## src/rtl/pcie_tlp_pkg.sv

```systemverilog
// pcie_tlp_pkg: shared TLP constants, header DW builders and the MWr generator FSM state type.
package pcie_tlp_pkg;
  localparam logic [2:0] FMT_3DW_D = 3'b010;
  localparam logic [2:0] FMT_4DW_D = 3'b011;
  localparam logic [4:0] TYPE_MEM  = 5'b00000;
  typedef enum logic [2:0] {S_IDLE, S_REQ, S_HDR0, S_HDR1, S_DATA, S_REL} state_e;
  // DW0: fmt, type, TC/TD/EP/attr all zero, length
  function automatic logic [31:0] hdr_dw0(input logic is4, input logic [9:0] len);
    return {is4 ? FMT_4DW_D : FMT_3DW_D, TYPE_MEM, 1'b0, 3'b000, 4'b0000, 1'b0, 1'b0, 2'b00, 2'b00, len};
  endfunction
  // DW1: requester ID, tag, lastBE (zero for single-DW writes), firstBE
  function automatic logic [31:0] hdr_dw1(input logic [15:0] rid, input logic [7:0] tag, input logic [9:0] len);
    return {rid, tag, len == 10'd1 ? 4'h0 : 4'hF, 4'hF};
  endfunction
endpackage

```

## src/rtl/pcie_mwr_tlp_gen_realign.sv

```systemverilog
// tlp_dw_realign: 32-bit hold register and data-beat composition for 3DW MWr payload alignment.
//   load_i     payload beat consumed; capture its upper DW
//   pass_i     4DW TLP: payload passes straight through
//   first_i    first data beat: lower DW is the address DW
//   trail_i    trailing held-only beat: upper DW is zero
//   addr_lo_i  DW-aligned address low word
//   pl_tdata_i payload beat, beat_o composed TX data beat
module tlp_dw_realign (
  input  logic        clk,
  input  logic        rst_n,
  input  logic        load_i,
  input  logic        pass_i,
  input  logic        first_i,
  input  logic        trail_i,
  input  logic [31:0] addr_lo_i,
  input  logic [63:0] pl_tdata_i,
  output logic [63:0] beat_o
);
  logic [31:0] held_q;
  always_ff @(posedge clk or negedge rst_n)
    if (!rst_n) held_q <= '0;
    else if (load_i) held_q <= pl_tdata_i[63:32];
  assign beat_o = pass_i ? pl_tdata_i :
                  {trail_i ? 32'h0 : pl_tdata_i[31:0], first_i ? addr_lo_i : held_q};
endmodule

```

## src/rtl/pcie_mwr_tlp_gen.sv

```systemverilog
// pcie_mwr_tlp_gen: builds posted MWr TLPs (3DW/4DW header) in 64-bit AXIS beats for the TX mux.
//   cmd_*      memory-write command (addr, len in DW, tag); cmd_err pulses on rejected length
//   req_id     requester ID placed in header DW1
//   pl_*       64-bit payload stream, DW 2i in [31:0]
//   tx_req/ack level handshake that wins the shared TX path
//   tx_*       TLP beat stream toward the mux; tx_src_dsc tied low
module pcie_mwr_tlp_gen
  import pcie_tlp_pkg::*;
#(
  parameter int MAX_LEN_DW = 32
) (
  input  logic        clk,
  input  logic        sys_rst_n,
  input  logic        cmd_valid,
  output logic        cmd_ready,
  input  logic [63:0] cmd_addr,
  input  logic [9:0]  cmd_len,
  input  logic [7:0]  cmd_tag,
  input  logic [15:0] req_id,
  output logic        cmd_err,
  input  logic [63:0] pl_tdata,
  input  logic        pl_tvalid,
  output logic        pl_tready,
  output logic        tx_req,
  input  logic        tx_ack,
  input  logic        tx_tready,
  output logic [63:0] tx_tdata,
  output logic [7:0]  tx_tkeep,
  output logic        tx_tlast,
  output logic        tx_tvalid,
  output logic        tx_src_dsc
);
  localparam logic [9:0] MAX_LEN = 10'(MAX_LEN_DW);
  state_e      state_q, state_d;
  logic [63:0] addr_q, data_beat;
  logic [9:0]  len_q, rem_q, dec;
  logic [7:0]  tag_q;
  logic        is4_q, first_q, err_q, bad, trail, beat;
  assign bad        = cmd_len == 10'd0 || cmd_len > MAX_LEN;
  // 3DW: one payload DW is left in the hold register once the payload is exhausted
  assign trail      = ~is4_q & ~first_q & (rem_q == 10'd1);
  // DWs of payload emitted by the current data beat; the 3DW first beat carries only one
  assign dec        = (rem_q == 10'd1 || (first_q && !is4_q)) ? 10'd1 : 10'd2;
  assign beat       = state_q == S_DATA && tx_tvalid && tx_tready;
  assign cmd_err    = err_q;
  assign tx_src_dsc = 1'b0;
  tlp_dw_realign u_realign (
    .clk       (clk),
    .rst_n     (sys_rst_n),
    .load_i    (pl_tvalid & pl_tready),
    .pass_i    (is4_q),
    .first_i   (first_q),
    .trail_i   (trail),
    .addr_lo_i (addr_q[31:0]),
    .pl_tdata_i(pl_tdata),
    .beat_o    (data_beat)
  );
  always_comb begin
    state_d   = state_q;
    cmd_ready = 1'b0;
    tx_req    = 1'b0;
    tx_tvalid = 1'b0;
    tx_tdata  = '0;
    tx_tkeep  = '0;
    tx_tlast  = 1'b0;
    pl_tready = 1'b0;
    unique case (state_q)
      S_IDLE: begin
        cmd_ready = 1'b1;
        if (cmd_valid && !bad) state_d = S_REQ;
      end
      S_REQ: begin
        tx_req = 1'b1;
        if (tx_ack) state_d = S_HDR0;
      end
      S_HDR0: begin
        tx_req    = 1'b1;
        tx_tvalid = 1'b1;
        tx_tkeep  = 8'hFF;
        tx_tdata  = {hdr_dw1(req_id, tag_q, len_q), hdr_dw0(is4_q, len_q)};
        if (tx_tready) state_d = is4_q ? S_HDR1 : S_DATA;
      end
      S_HDR1: begin
        tx_req    = 1'b1;
        tx_tvalid = 1'b1;
        tx_tkeep  = 8'hFF;
        tx_tdata  = {addr_q[31:0], addr_q[63:32]};
        if (tx_tready) state_d = S_DATA;
      end
      S_DATA: begin
        tx_req    = 1'b1;
        tx_tvalid = trail | pl_tvalid;
        pl_tready = tx_tready & ~trail;
        tx_tdata  = data_beat;
        tx_tkeep  = (rem_q == 10'd1 && !(first_q && !is4_q)) ? 8'h0F : 8'hFF;
        tx_tlast  = rem_q == dec;
        if (tx_tvalid && tx_tready && tx_tlast) state_d = S_REL;
      end
      S_REL: if (!tx_ack) state_d = S_IDLE;
      default: state_d = S_IDLE;
    endcase
  end
  always_ff @(posedge clk or negedge sys_rst_n) begin
    if (!sys_rst_n) begin
      state_q <= S_IDLE;
      addr_q  <= '0;
      len_q   <= '0;
      tag_q   <= '0;
      rem_q   <= '0;
      is4_q   <= 1'b0;
      first_q <= 1'b0;
      err_q   <= 1'b0;
    end else begin
      state_q <= state_d;
      err_q   <= cmd_valid && cmd_ready && bad;
      if (cmd_valid && cmd_ready) begin
        addr_q  <= cmd_addr & ~64'h3;
        len_q   <= cmd_len;
        tag_q   <= cmd_tag;
        rem_q   <= cmd_len;
        is4_q   <= |cmd_addr[63:32];
        first_q <= 1'b1;
      end else if (beat) begin
        rem_q   <= rem_q - dec;
        first_q <= 1'b0;
      end
    end
  end
endmodule
```

## config.mk

```make
export PLATFORM = sky130hd
export DESIGN_NAME = pcie_mwr_tlp_gen
export DESIGN_NICKNAME = d
export VERILOG_FILES = /design/src/rtl/pcie_tlp_pkg.sv /design/src/rtl/pcie_mwr_tlp_gen_realign.sv /design/src/rtl/pcie_mwr_tlp_gen.sv
export SDC_FILE = /design/constraint.sdc
export NUM_CORES = 1
export LEC_CHECK = 0
export CAP_MARGIN = 20
export CORE_UTILIZATION = 23
export CTS_CLUSTER_SIZE = 10
export DETAILED_ROUTE_END_ITERATION = 8
export PLACE_DENSITY = 0.5
export SYNTH_ARGS = -nofsm -noshare
export SYNTH_HDL_FRONTEND = slang
export SYNTH_SLANG_ARGS = --single-unit
export TNS_END_PERCENT = 100
```

## constraint.sdc

```tcl
create_clock -name clk -period 3.72 [get_ports clk]
set_clock_uncertainty 0.2 [all_clocks]
set_input_delay 0.744 -clock clk [delete_from_list [all_inputs] [get_ports clk]]
set_output_delay 0.744 -clock clk [all_outputs]
set_load 0.02 [all_outputs]
```

After elaboration in Yosys (flattened, before gate mapping):

Cells that the tools add are included.
Widths: inputs -> output; s select.

* bits in latches: 0
* input bits: 168
* RAM bits: 0
* bits in read-only memories: 0
* memories: 0
* bits in registers: 128
* word-level logic and storage cells: 80
* output and inout port bits: 79

* reduce and logical (&&, ||, !) cells: 21
* equal/unequal tests: 14
* bitwise operators: 8
* shift operators: 0
* $mul: 0
* div/mod/pow operators: 0
* order comparisons: 1
* muxes and demuxes: 26
* add/sub/neg operators: 1

Operator list (count)
* $pmux 64 s3: 1
* $mux 32: 2
* $mux 64: 1
* $reduce_or 32->1: 1
* $mux 3: 7
* $eq 10x1->1 const B: 2
* $mux 10: 2
* $pmux 3 s6: 1
* $pmux 8 s2: 1
* $eq 10x2->1: 1
* $gt 10x6->1 const B: 1
* $logic_not 10->1: 1
* $ne 2x2->1 const B: 5
* $sub 10x2->10: 1
* $logic_and 1x1->1: 9
* $mux 8: 1
* $mux 1: 7
* $eq 3x2->1 const B: 2
* $eq 3x3->1 const B: 2
* $reduce_and 6->1: 1
* $and 1x1->1: 4
* $mux 4: 1
* $reduce_or 4->1: 1
* $eq 3x1->1 const B: 1
* other kinds (10): 15

Depth between registers and ports, before layout:

Gate-level depths: netlist (run 1).

* depth in word-level cells: 9
* mapped depth: 10
* gate-level depth less buffers: 9

Hierarchy:

A second synthesis (run 1) with hierarchy kept.

* cell total of the unflattened synthesis: 872
* area total of the unflattened synthesis: 7649.8 um^2

Modules (own cells, without submodules)
* pcie_mwr_tlp_gen: area an instance 5218.8 um^2, cells each 653, instances 1, seq. area each 2402.3 um^2
* tlp_dw_realign: area an instance 2431.1 um^2, cells each 219, instances 1, seq. area each 800.8 um^2

Least setup slack after synthesis (run 1):

OpenSTA, ideal clock, no wires.

* kind: register to register
* from: reg rem_q[4]
* to: reg rem_q[9]
* clock period less this slack: 3.124 ns
* required time: 3.394 ns
* cell stages (with the launch flop): 11
* setup slack: 0.596 ns
* data arrival time: 2.798 ns
* path buffers: 1
* path through: dfrtp_1 > or4_1 > buf_2 > or2_2 > o22ai_1 > ha_1 > inv_1 > a2111o_1 > nor3_1 > o21ai_0 > a221o_1

* cells in the longest elaborated chain, start to end: 7
* elaborated cells between the ends (all ways): 12
* those cells by class: add/sub (1); eq/ne (1); mux (4); bitwise (2); reduce/logical (4)

RTL lines
* from (decl): line pcie_mwr_tlp_gen.sv:36 `logic [9:0] len_q, rem_q, dec;`
* from (signal assigned): line pcie_mwr_tlp_gen.sv:120 `rem_q <= cmd_len;`
* from (signal assigned): line pcie_mwr_tlp_gen.sv:124 `rem_q <= rem_q - dec;`
* parallel branches: the longest is 7 deep, another holds $sub 10x2->10

Several ways; the timed one is not identified. The select of a mux whose other input is x is not followed.
A chain may end at the register's enable or synchronous reset.

Worst setup path in the final report (run 1):

* from: reg rem_q[4]
* to: out tx_tdata[39]

* cells in the longest elaborated chain, start to end: 5

RTL lines
* $eq 10x1->1: line pcie_mwr_tlp_gen.sv:41 `assign trail = ~is4_q & ~first_q & (rem_q == 10'd1);`
* $and 1x1->1: line pcie_mwr_tlp_gen.sv:41
* $mux 32: line pcie_mwr_tlp_gen_realign.sv:24 `{trail_i ? 32'h0 : pl_tdata_i[31:0], first_i ? addr_lo_i : held_q};`
* $mux 64: line pcie_mwr_tlp_gen_realign.sv:23 `assign beat_o = pass_i ? pl_tdata_i :`
* $pmux 64 s3: line pcie_mwr_tlp_gen.sv:67 `unique case (state_q)`
* to (decl): line pcie_mwr_tlp_gen.sv:27 `output logic [63:0] tx_tdata,`

No other way between the ends.

==> run_results.csv, run 1 <==
group,metric,value,unit
cells_and_area,area_growth,45.9,%
cts,cts_setup_buffers,0,
cells_and_area,num-fill-cells,3310,
drt,avgRoutedWirePerCell,19.8,um
yosys,synthFlopType,"dfrtp_1",
place,dpl.hpwl,21.0,mm
setup_path,r2r_start,"rem_q[4]",
yosys,yosysSeqAreaShare,43.3,%
drt,drt.antenna.violating_nets,0,
yosys,syn_nets,1010,
global_routing,grt_max_degree,100,
drt,drt_iter0_markers,437,
sta,period_share,98.1,%
global_routing,antenna_found_initial,2,
floorplan,floorplan.core_area,31600,um^2
outcome,outcome,"complete, no violations",
yosys,yosys.cell_types.count,50,
power,vdd_drop_max,0.345,mV
drt,via_count,6826,
cts,cts_buffer_depth,2,
setup_path,critical_path_class,"flop to primary output",
cts,cts_root_buffer,"clkbuf_16",
drt,wirelength_met1,14.2,mm
cells_and_area,layout-drive-gt1-share,12.7,%
yosys,avgSynthCellArea,8.81,um^2
cells_and_area,fin_nets,1230,
yosys,yosysWarnings,0,
sta,fin_crit,3650,ps
drt,first_pass_iters,4,
setup_path,crit_required,2780,ps
setup_path,startpoint_type,"flop",
floorplan,dieArea,32900,um^2
setup_path,r2r-end,"rem_q[9]",
setup_path,ff2ff_path_depth,9,
cts,path_clk_slew,70,ps
yosys,syn_inst,839,
cts,tritoncts,"yes",
sta,slew_headroom,48.7,%
sta,finalSetupViolCount,0,
setup_path,end_kind,"primary output",
sta,fin_hold_ws,95.5,ps
sta,layout_setup_ws,70.2,ps
power,cellLeakagePower,5.02,nW
place,place_ws,168,ps
cts,clk_latency,420,ps
drt,routed.top_layer,"met4",
yosys,async_flop_share,100,%
setup_path,reg2reg_setup_slack,540,ps
cells_and_area,fin_util,34.2,%
yosys,ys_seq_elements,128,
drt,wl_met2,13.6,mm
drt,drc,0,
drt,dr_wl_met3,1.08,mm
floorplan,die_y,181,um
setup_path,path_max_fanout,13,
floorplan,start_util,23.4,%
yosys,synth_area,7390,um^2
global_routing,grt_pass1_vias,6889,
power,p_per_area,799,nW/um^2
drt,routed_wl,29.2,mm
global_routing,overflow,0,
floorplan,rows,65,
floorplan,fp.dieW,181,um
yosys,synth_edf_count,0,
flow_run,maxCapViolations,0,
sta,fmax,274,MHz
sta,rsz0062_at_grt,"true",
cts,numCtsBuffers,17,
sta,report.final.slew_viol_count,0,
place,io_buffers,243,
global_routing,grtUsageTotal,17.4,%
drt,vias_per_cell,4.62,
global_routing,grt_pass1_wl,43.1,mm
cts,tritoncts_num_sinks,128,
cts,htree_levels,4,
place,gp_congestion,0.852,
sta,tightest_slew,763,ps
hold_path,hold_path_class,"primary input to async pin",
floorplan,io-pin-count,247,
setup_path,worstPathArrival,2710,ps
sta,hold_viol,0,
cts,cts.hold.buffers_added,0,
[cells in the mapped netlist (3+ instances only)]
cell	count	area, um^2
o21ai_0	34	170
a31oi_1	3	18.8
and2_1	4	25.0
mux2_4	31	465
nor2_1	44	165
buf_6	3	33.8
mux2i_1	95	951
buf_2	6	30.0
buf_1	12	45.0
dfrtp_1	128	3200
o311ai_1	4	35.0
nand3_1	6	30.0
a21oi_1	37	185
mux2_1	3	33.8
nor4_1	11	68.8
buf_4	7	52.6
o21ai_1	3	15.0
nand2_1	269	1010
a221o_1	3	30.0
o22ai_1	41	257
or2_2	3	18.8
inv_1	10	37.5
a22oi_1	3	22.5
clkbuf_1	38	143
nor3_1	6	30.0
or4_1	6	45.0
[how the worst max path moves through the flow]
stage | endpoint | slack [ps] | depth (start not counted) | start
final | tx_tdata[39] | 70 | 7 | rem_q[4]
after global routing | tx_tdata[39] | -50 | 7 | rem_q[4]
after CTS | tx_tdata[51] | 0.4 | 7 | rem_q[4]
after detailed placement | tx_tdata[60] | 170 | 7 | rem_q[4]
after global placement | tx_tdata[37] | 190 | 7 | len_q[5]
after floorplan | rem_q[9] | 600 | 10 | rem_q[4]
[logic make-up after synthesis]
| kind of cell | after synthesis | share of synthesized area, % |
|---|---|---|
| other | 1 | 0.0507 |
| muxes | 129 | 19.6 |
| and+or+nand+nor | 362 | 20.3 |
| AOI/OAI and AO/OA | 138 | 11.2 |
| xor gates and xnor gates | 2 | 0.237 |
| adders and majority gates | 3 | 0.609 |
| buffers and inverters | 76 | 4.62 |
| DFF | 128 | 43.3 |
[critical path, cell delays in order (launching register included)]
cell	delay, ps
dfrtp_1	420
or4_4	550
buf_4	180
or3_4	400
nand2_4	150
buf_12	170
o21ai_0	100
clkdlybuf4s15_1	300
[sequential cells by signal, indices dropped and copies added (netlist names)]
name	cells
addr_q	62
u_realign.held_q	32
len_q	10
rem_q	10
tag_q	8
state_q	3
cmd_err	1
first_q	1
is4_q	1
[through the flow]
step | power (mW) | instances | TNS (ps) | cell area, um^2
global route | 9.18 | 1475 | -101 | 10800
floorplan | 5.21 | 839 | 0 | 7390
detailed placement | 7.00 | 1441 | 0 | 10300
global placement | 6.95 | 1441 | 0 | 10300
CTS | 8.74 | 1473 | 0 | 10900
finish | 8.62 | 1476 | 0 | 10800
[layout by cell type, fill, tap and decap left out, types with 4 or more instances in the layout]
cell,n
nand2_1,268
clkdlybuf4s50_1,202
dfrtp_1,125
mux2i_1,95
nor2_1,43
o22ai_1,40
a21oi_1,37
o21ai_0,34
mux2_4,31
buf_4,20
clkbuf_16,18
clkbuf_2,15
buf_2,13
inv_1,10
nor4_1,10
nor3_1,6
nand3_1,6
clkinv_4,6
or4_1,5
dlygate4sd2_1,5
and2_1,4
o311ai_1,4
[area by class of cell]
cell class                      instances  area (um^2)  area share [%]
Clock buffer                           18          429            3.98
Sequential cell                       128         3210            29.8
Inverter                               10         37.5           0.348
Timing Repair Buffer                  267         2530            23.5
Multi-Input combinational cell        635         3890            36.1
Clock inverter                         14          181            1.68
Tap cell                              402          503            4.66
Antenna cell                            2         5.00          0.0464
[routing by layer]
layer,vias up,global-route usage (%)
met4,0,4.68
met3,14,2.72
li1,3329,-
met2,141,27.6
met5,-,0
met1,3342,24.5
[where the power goes]
| part | total [mW] | internal [mW] | switching (mW) | leakage (nW) |
|---|---|---|---|---|
| registers | 2.56 | 2.08 | 0.482 | 1.57 |
| logic | 4.30 | 1.83 | 2.47 | 3.15 |
| clock network | 1.76 | 1.07 | 0.696 | 0.295 |
| total | 8.62 | 4.97 | 3.65 | 5.02 |
[what timing repair did]
item	CTS	global route
cloned	0	1
setup endpoints to repair	36	34
resized for setup	78	41
hold endpoints to repair	0	0
Power figures use the tool's default switching activity.
==> run 2: changes to the inputs <==
--- a/config.mk
+++ b/config.mk
@@ -10,6 +10,7 @@
 export CTS_CLUSTER_SIZE = 10
 export DETAILED_ROUTE_END_ITERATION = 8
 export PLACE_DENSITY = 0.5
+export REMOVE_ABC_BUFFERS = 1
 export SYNTH_ARGS = -nofsm -noshare
 export SYNTH_HDL_FRONTEND = slang
 export SYNTH_SLANG_ARGS = --single-unit
==> run 2 against run 1 <==
  * Count of clock-buffer cells in the layout up 2
  * Worst setup slack improved by 9.8 ps
  * Final cell count about the same
  * Register-to-register slack got worse by 40 ps
  * Critical path depth fell by 1
  * Flip-flop and latch count stayed put
  * Total power shrank 0.32%
  * First-iteration DRC count down 26%
  * Global-route usage about the same
  * Critical path type unchanged
  * Highest routed layer unchanged
==> run_results.csv, run 2 (synthesized netlist as in run 1, its figures left out) <==
group,metric,value,unit
outcome,outcome,"complete, no violations",
sta,hold_viol,0,
power,p_comb_share,50.3,%
setup_path,critical_path_class,"flop to primary output",
cells_and_area,reg_top3,"addr_q (62), u_realign.held_q (32)",
cells_and_area,fin_util,34.7,%
sta,slew_headroom,54.9,%
drt,routed.top_layer,"met4",
drt,first_pass_iters,4,
cts,cts_root_buffer,"clkbuf_16",
place,placed_cells_incl_taps,1442,
power,p_seq_share,29.6,%
flow_run,maxCapViolations,0,
global_routing,grtUsageTotal,17.4,%
sta,fmax,275,MHz
sta,report.final.slew_viol_count,0,
sta,finalSetupViolCount,0,
sta,period_share,97.8,%
setup_path,end_kind,"primary output",
cells_and_area,num-fill-cells,3287,
cts,tritoncts_num_sinks,128,
cts,numCtsBuffers,17,
setup_path,crit_required,2780,ps
power,p_switching,3.60,mW
cells_and_area,fin_nets,1231,
cts,cts_buffer_depth,2,
sta,final.setup.tns,0,ps
power,p_per_area,786,nW/um^2
global_routing,antenna_found_initial,0,
drt,drt.antenna.violating_nets,0,
global_routing,grt_pass1_wl,43.1,mm
cts,clk_latency,420,ps
global_routing,grt_max_degree,100,
drt,vias_per_cell,4.68,
cts,path_clk_slew,70,ps
global_routing,overflow,0,
sta,fin_crit,3640,ps
power,p_int,4.99,mW
floorplan,rows,65,
place,dpl_cell_area,10300,um^2
setup_path,worstPathArrival,2700,ps
cells_and_area,layout-drive-gt1-share,10.5,%
drt,wl_met2,13.6,mm
place,io_buffers,243,
floorplan,start_util,23.4,%
cells_and_area,final_common_cell,"nand2_1",
cts,htree_levels,4,
drt,drc,0,
floorplan,floorplan.core_area,31600,um^2
cells_and_area,largest_reg_flops,62,
sta,tightest_slew,677,ps
place,gp_congestion,0.809,
power,power_frac_clock,20.2,%
floorplan,fp.dieW,181,um
global_routing,grt_pass1_vias,7002,
drt,routed_wl,28.6,mm
place,dpl.hpwl,19.8,mm
drt,drt_iter0_markers,322,
drt,dr_wl_met3,1.52,mm
cells_and_area,regMostFlops,"addr_q",
hold_path,hold_path_class,"primary input to async pin",
power,power.share.switching,41.9,%
cells_and_area,fin_cells,1475,
cells_and_area,fin_area,10900,um^2
drt,avgRoutedWirePerCell,19.4,um
cts,tritoncts,"yes",
drt,wirelength_met1,13.2,mm
floorplan,io-pin-count,247,
setup_path,startpoint_type,"flop",
cells_and_area,final_cell_mix,"nand2_1, clkdlybuf4s50_1, dfrtp_1",
floorplan,dieArea,32900,um^2
cells_and_area,area_growth,47.9,%
floorplan,die_y,181,um
power,vdd_drop_max,0.556,mV
power,cellLeakagePower,5.09,nW
drt,via_count,6903,
cells_and_area,antenna_cells,0,
setup_path,path_max_fanout,9,
-- run 2: timing repair --
| item | CTS | global route |
|---|---|---|
| pin swaps | 1 | 0 |
| gates cloned | 0 | 1 |
| setup endpoints to repair | 51 | 27 |
| endpoints found under the hold margin | 0 | 0 |
| buffers inserted | 0 | 0 |
| hold buffers | 0 | 0 |
| gates resized for setup | 41 | 12 |
-- run 2: worst max-delay path, cell delays in order (launching register included) --
cell	delay [ps]
dfrtp_1	420
or4b_4	590
or3_4	460
nand2_8	160
clkbuf_16	200
o22ai_1	90
dlygate4sd2_1	340
-- run 2: stage by stage --
stage | hold WS, ps | worst slack, ps | total power [mW]
2_1_floorplan | 245 | -1950 | 5.12
3_3_place_gp | 257 | 139 | 6.91
3_5_place_dp | 263 | 128 | 6.96
4_1_cts | 161 | 6.89 | 8.63
5_1_grt | 174 | -0.410 | 9.19
6_report | 135 | 80.0 | 8.59
-- run 2: path summary, 6_finish.rpt --
check / cells after the start / startpoint / endpoint / slack [ps]
min in group clk: 2 / addr_q[35] / addr_q[35] / 270
max in group asynchronous: 2 / sys_rst_n / addr_q[50] / 2400
min reg2reg: 2 / addr_q[35] / addr_q[35] / 270
max: 6 / rem_q[1] / tx_tdata[62] / 80
min: 1 / sys_rst_n / tag_q[5] / 140
max reg2reg: 9 / rem_q[4] / rem_q[9] / 500
-- run 2: power by group through the flow --
stage | Sequential [mW] | Clock (mW) | Combinational, mW
2_1_floorplan | 2.62 | 0 | 2.50
3_3_place_gp | 2.53 | 0 | 4.38
3_5_place_dp | 2.55 | 0 | 4.41
4_1_cts | 2.53 | 1.78 | 4.32
5_1_grt | 2.63 | 1.84 | 4.73
6_report | 2.54 | 1.73 | 4.32
-- run 2: final cells by class --
type,instances,area [um^2],area share [%]
multi-input combinational,635,3930,35.9
sequential,128,3210,29.3
timing repair buffer,268,2670,24.4
tap,402,503,4.60
clock buffer,20,457,4.18
clock inverter,12,134,1.22
inverter,10,37.5,0.343
-- run 2: routing by layer --
layer,up-vias,GRT usage (%)
li1,3325,-
met5,-,0
met4,0,4.10
met3,17,3.63
met2,222,29.0
met1,3339,22.9
==> run 3: changes to the inputs <==
--- a/config.mk
+++ b/config.mk
@@ -7,6 +7,7 @@
 export LEC_CHECK = 0
 export CAP_MARGIN = 20
 export CORE_UTILIZATION = 23
+export CTS_BUF_LIST = sky130_fd_sc_hd__clkbuf_2 sky130_fd_sc_hd__clkbuf_4 sky130_fd_sc_hd__clkbuf_8
 export CTS_CLUSTER_SIZE = 10
 export DETAILED_ROUTE_END_ITERATION = 8
 export PLACE_DENSITY = 0.5
==> run 3 against run 2 <==
  * Fmax decreased by 0.22%
  * Sequential power about the same
  * Global-route usage about the same
  * Routed wire length decreased by 0.30%
  * Register-to-register slack about the same
  * Die area unchanged
  * Worst setup slack got worse by 7.9 ps
==> run_results.csv, run 3 (synthesized netlist as in run 1, its figures left out) <==
group,metric,value,unit
setup_path,critical_path_class,"flop to primary output",
cts,cts.hold.buffers_added,0,
drt,routed_wl,28.5,mm
cells_and_area,fin_cells,1477,
setup_path,worstPathArrival,2700,ps
power,cellLeakagePower,5.00,nW
place,placed_cells_incl_taps,1442,
floorplan,floorplan.core_area,31600,um^2
global_routing,grt_pass1_wl,43.0,mm
place,dpl.hpwl,19.8,mm
drt,via_count,6888,
global_routing,grtUsageTotal,17.4,%
cells_and_area,final_common_cell,"nand2_1",
setup_path,r2r-end,"rem_q[9]",
cells_and_area,num-fill-cells,3307,
sta,hold_viol,0,
sta,fin_crit,3650,ps
setup_path,crit_required,2780,ps
cells_and_area,reg_top3,"addr_q (62), u_realign.held_q (32)",
sta,tightest_slew,671,ps
sta,rsz0062_at_grt,"false",
global_routing,grt_max_degree,100,
floorplan,io-pin-count,247,
floorplan,start_util,23.4,%
cts,htree_levels,4,
drt,drt_iter0_markers,309,
floorplan,rows,65,
floorplan,die_y,181,um
power,p_per_area,759,nW/um^2
cts,tritoncts_num_sinks,128,
place,io_buffers,243,
setup_path,ff2ff_path_depth,9,
cells_and_area,final_cell_mix,"nand2_1, clkdlybuf4s50_1, dfrtp_1",
global_routing,antenna_found_initial,0,
cells_and_area,regMostFlops,"addr_q",
cts,numCtsBuffers,17,
sta,report.final.slew_viol_count,0,
cells_and_area,layout-drive-gt1-share,11.0,%
cts,tritoncts,"yes",
floorplan,fp.dieW,181,um
flow_run,maxCapViolations,0,
outcome,outcome,"complete, no violations",
cells_and_area,fin_util,34.1,%
cells_and_area,largest_reg_flops,62,
sta,slew_headroom,55.3,%
hold_path,hold_path_class,"primary input to async pin",
cells_and_area,antenna_cells,0,
floorplan,dieArea,32900,um^2
drt,avgRoutedWirePerCell,19.3,um
setup_path,cpPeakStageDelay,530,ps
place,gp_congestion,0.809,
drt,first_pass_iters,4,
setup_path,path_max_fanout,9,
setup_path,r2r_start,"rem_q[4]",
setup_path,startpoint_type,"flop",
cts,cts_root_buffer,"clkbuf_8",
setup_path,reg2reg_setup_slack,500,ps
cts,path_clk_slew,90,ps
setup_path,worstPathCellList,"or4b_4 > or3_4 > nand2_8 > clkbuf_16 > o22ai_1 > dlygate4sd2_1",
global_routing,overflow,0,
sta,period_share,98.1,%
cells_and_area,area_growth,45.6,%
drt,vias_per_cell,4.66,
setup_path,setup.worst_path.start,"is4_q",
drt,drc,0,
sta,final.setup.tns,0,ps
sta,fmax,274,MHz
drt,drt.antenna.violating_nets,0,
setup_path,end_kind,"primary output",
global_routing,grt_pass1_vias,6987,
cells_and_area,fin_nets,1233,
place,dpl_cell_area,10300,um^2
sta,finalSetupViolCount,0,
cts,cts_buffer_depth,2,
setup_path,cp_slowest_cell,"or4b_4",
cts,clk_latency,440,ps
power,vdd_drop_max,0.560,mV
cells_and_area,fin_area,10800,um^2
## run 3: how the worst max path moves through the flow
stage | to | depth (start not counted)
floorplan | u_realign.held_q[0] | 5
global placement | tx_tlast | 7
detailed placement | tx_tlast | 7
CTS | tx_tlast | 7
global route | tx_tdata[61] | 6
finish | tx_tdata[58] | 6
## run 3: final cells by class
class	instances	area (um^2)	share of cell area, %
Sequential cell	128	3210	29.8
Inverter	10	37.5	0.349
Tap cell	402	503	4.67
Timing Repair Buffer	270	2670	24.8
Clock inverter	12	134	1.24
Multi-Input combinational cell	635	3940	36.6
Clock buffer	20	269	2.50
## run 3: routing by layer
layer / track usage, % / up-vias / part of all wire, %
li1: - / 3330 / -
met4: 3.08 / 0 / 0.90
met5: 0 / - / 0
met2: 29.2 / 216 / 48
met3: 4.31 / 13 / 5.3
met1: 22.7 / 3329 / 46
## run 3: worst max-delay path, delay by kind of cell (launching register included)
family | cells | cell delay [ps]
AOI/OAI and AO/OA | 1 | 90
buffers and inverters | 2 | 530
and+or+nand+nor | 3 | 1150
DFF | 1 | 500
## run 3: metrics by stage
stage                     hold slack [ps]  total power [mW]  setup slack (ps)
after global routing                  117              8.77             0.178
after floorplan                       245              5.12             -1950
after detailed placement              263              6.96               128
after global placement                257              6.91               139
final                                 108              8.17              72.1
after CTS                             119              8.19             -27.7
## run 3: power breakdown
group	leakage [nW]	total [mW]	internal (mW)	switching, mW
logic	3.23	4.34	1.90	2.44
clock network	0.191	1.29	0.642	0.651
registers	1.57	2.54	2.07	0.462
## run 3: timing repair
item | CTS | global route
buffers inserted | 0 | 2
gates resized for setup | 46 | 18
endpoints found under the setup margin | 63 | 44
pin swaps | 1 | 0
gates cloned | 0 | 1
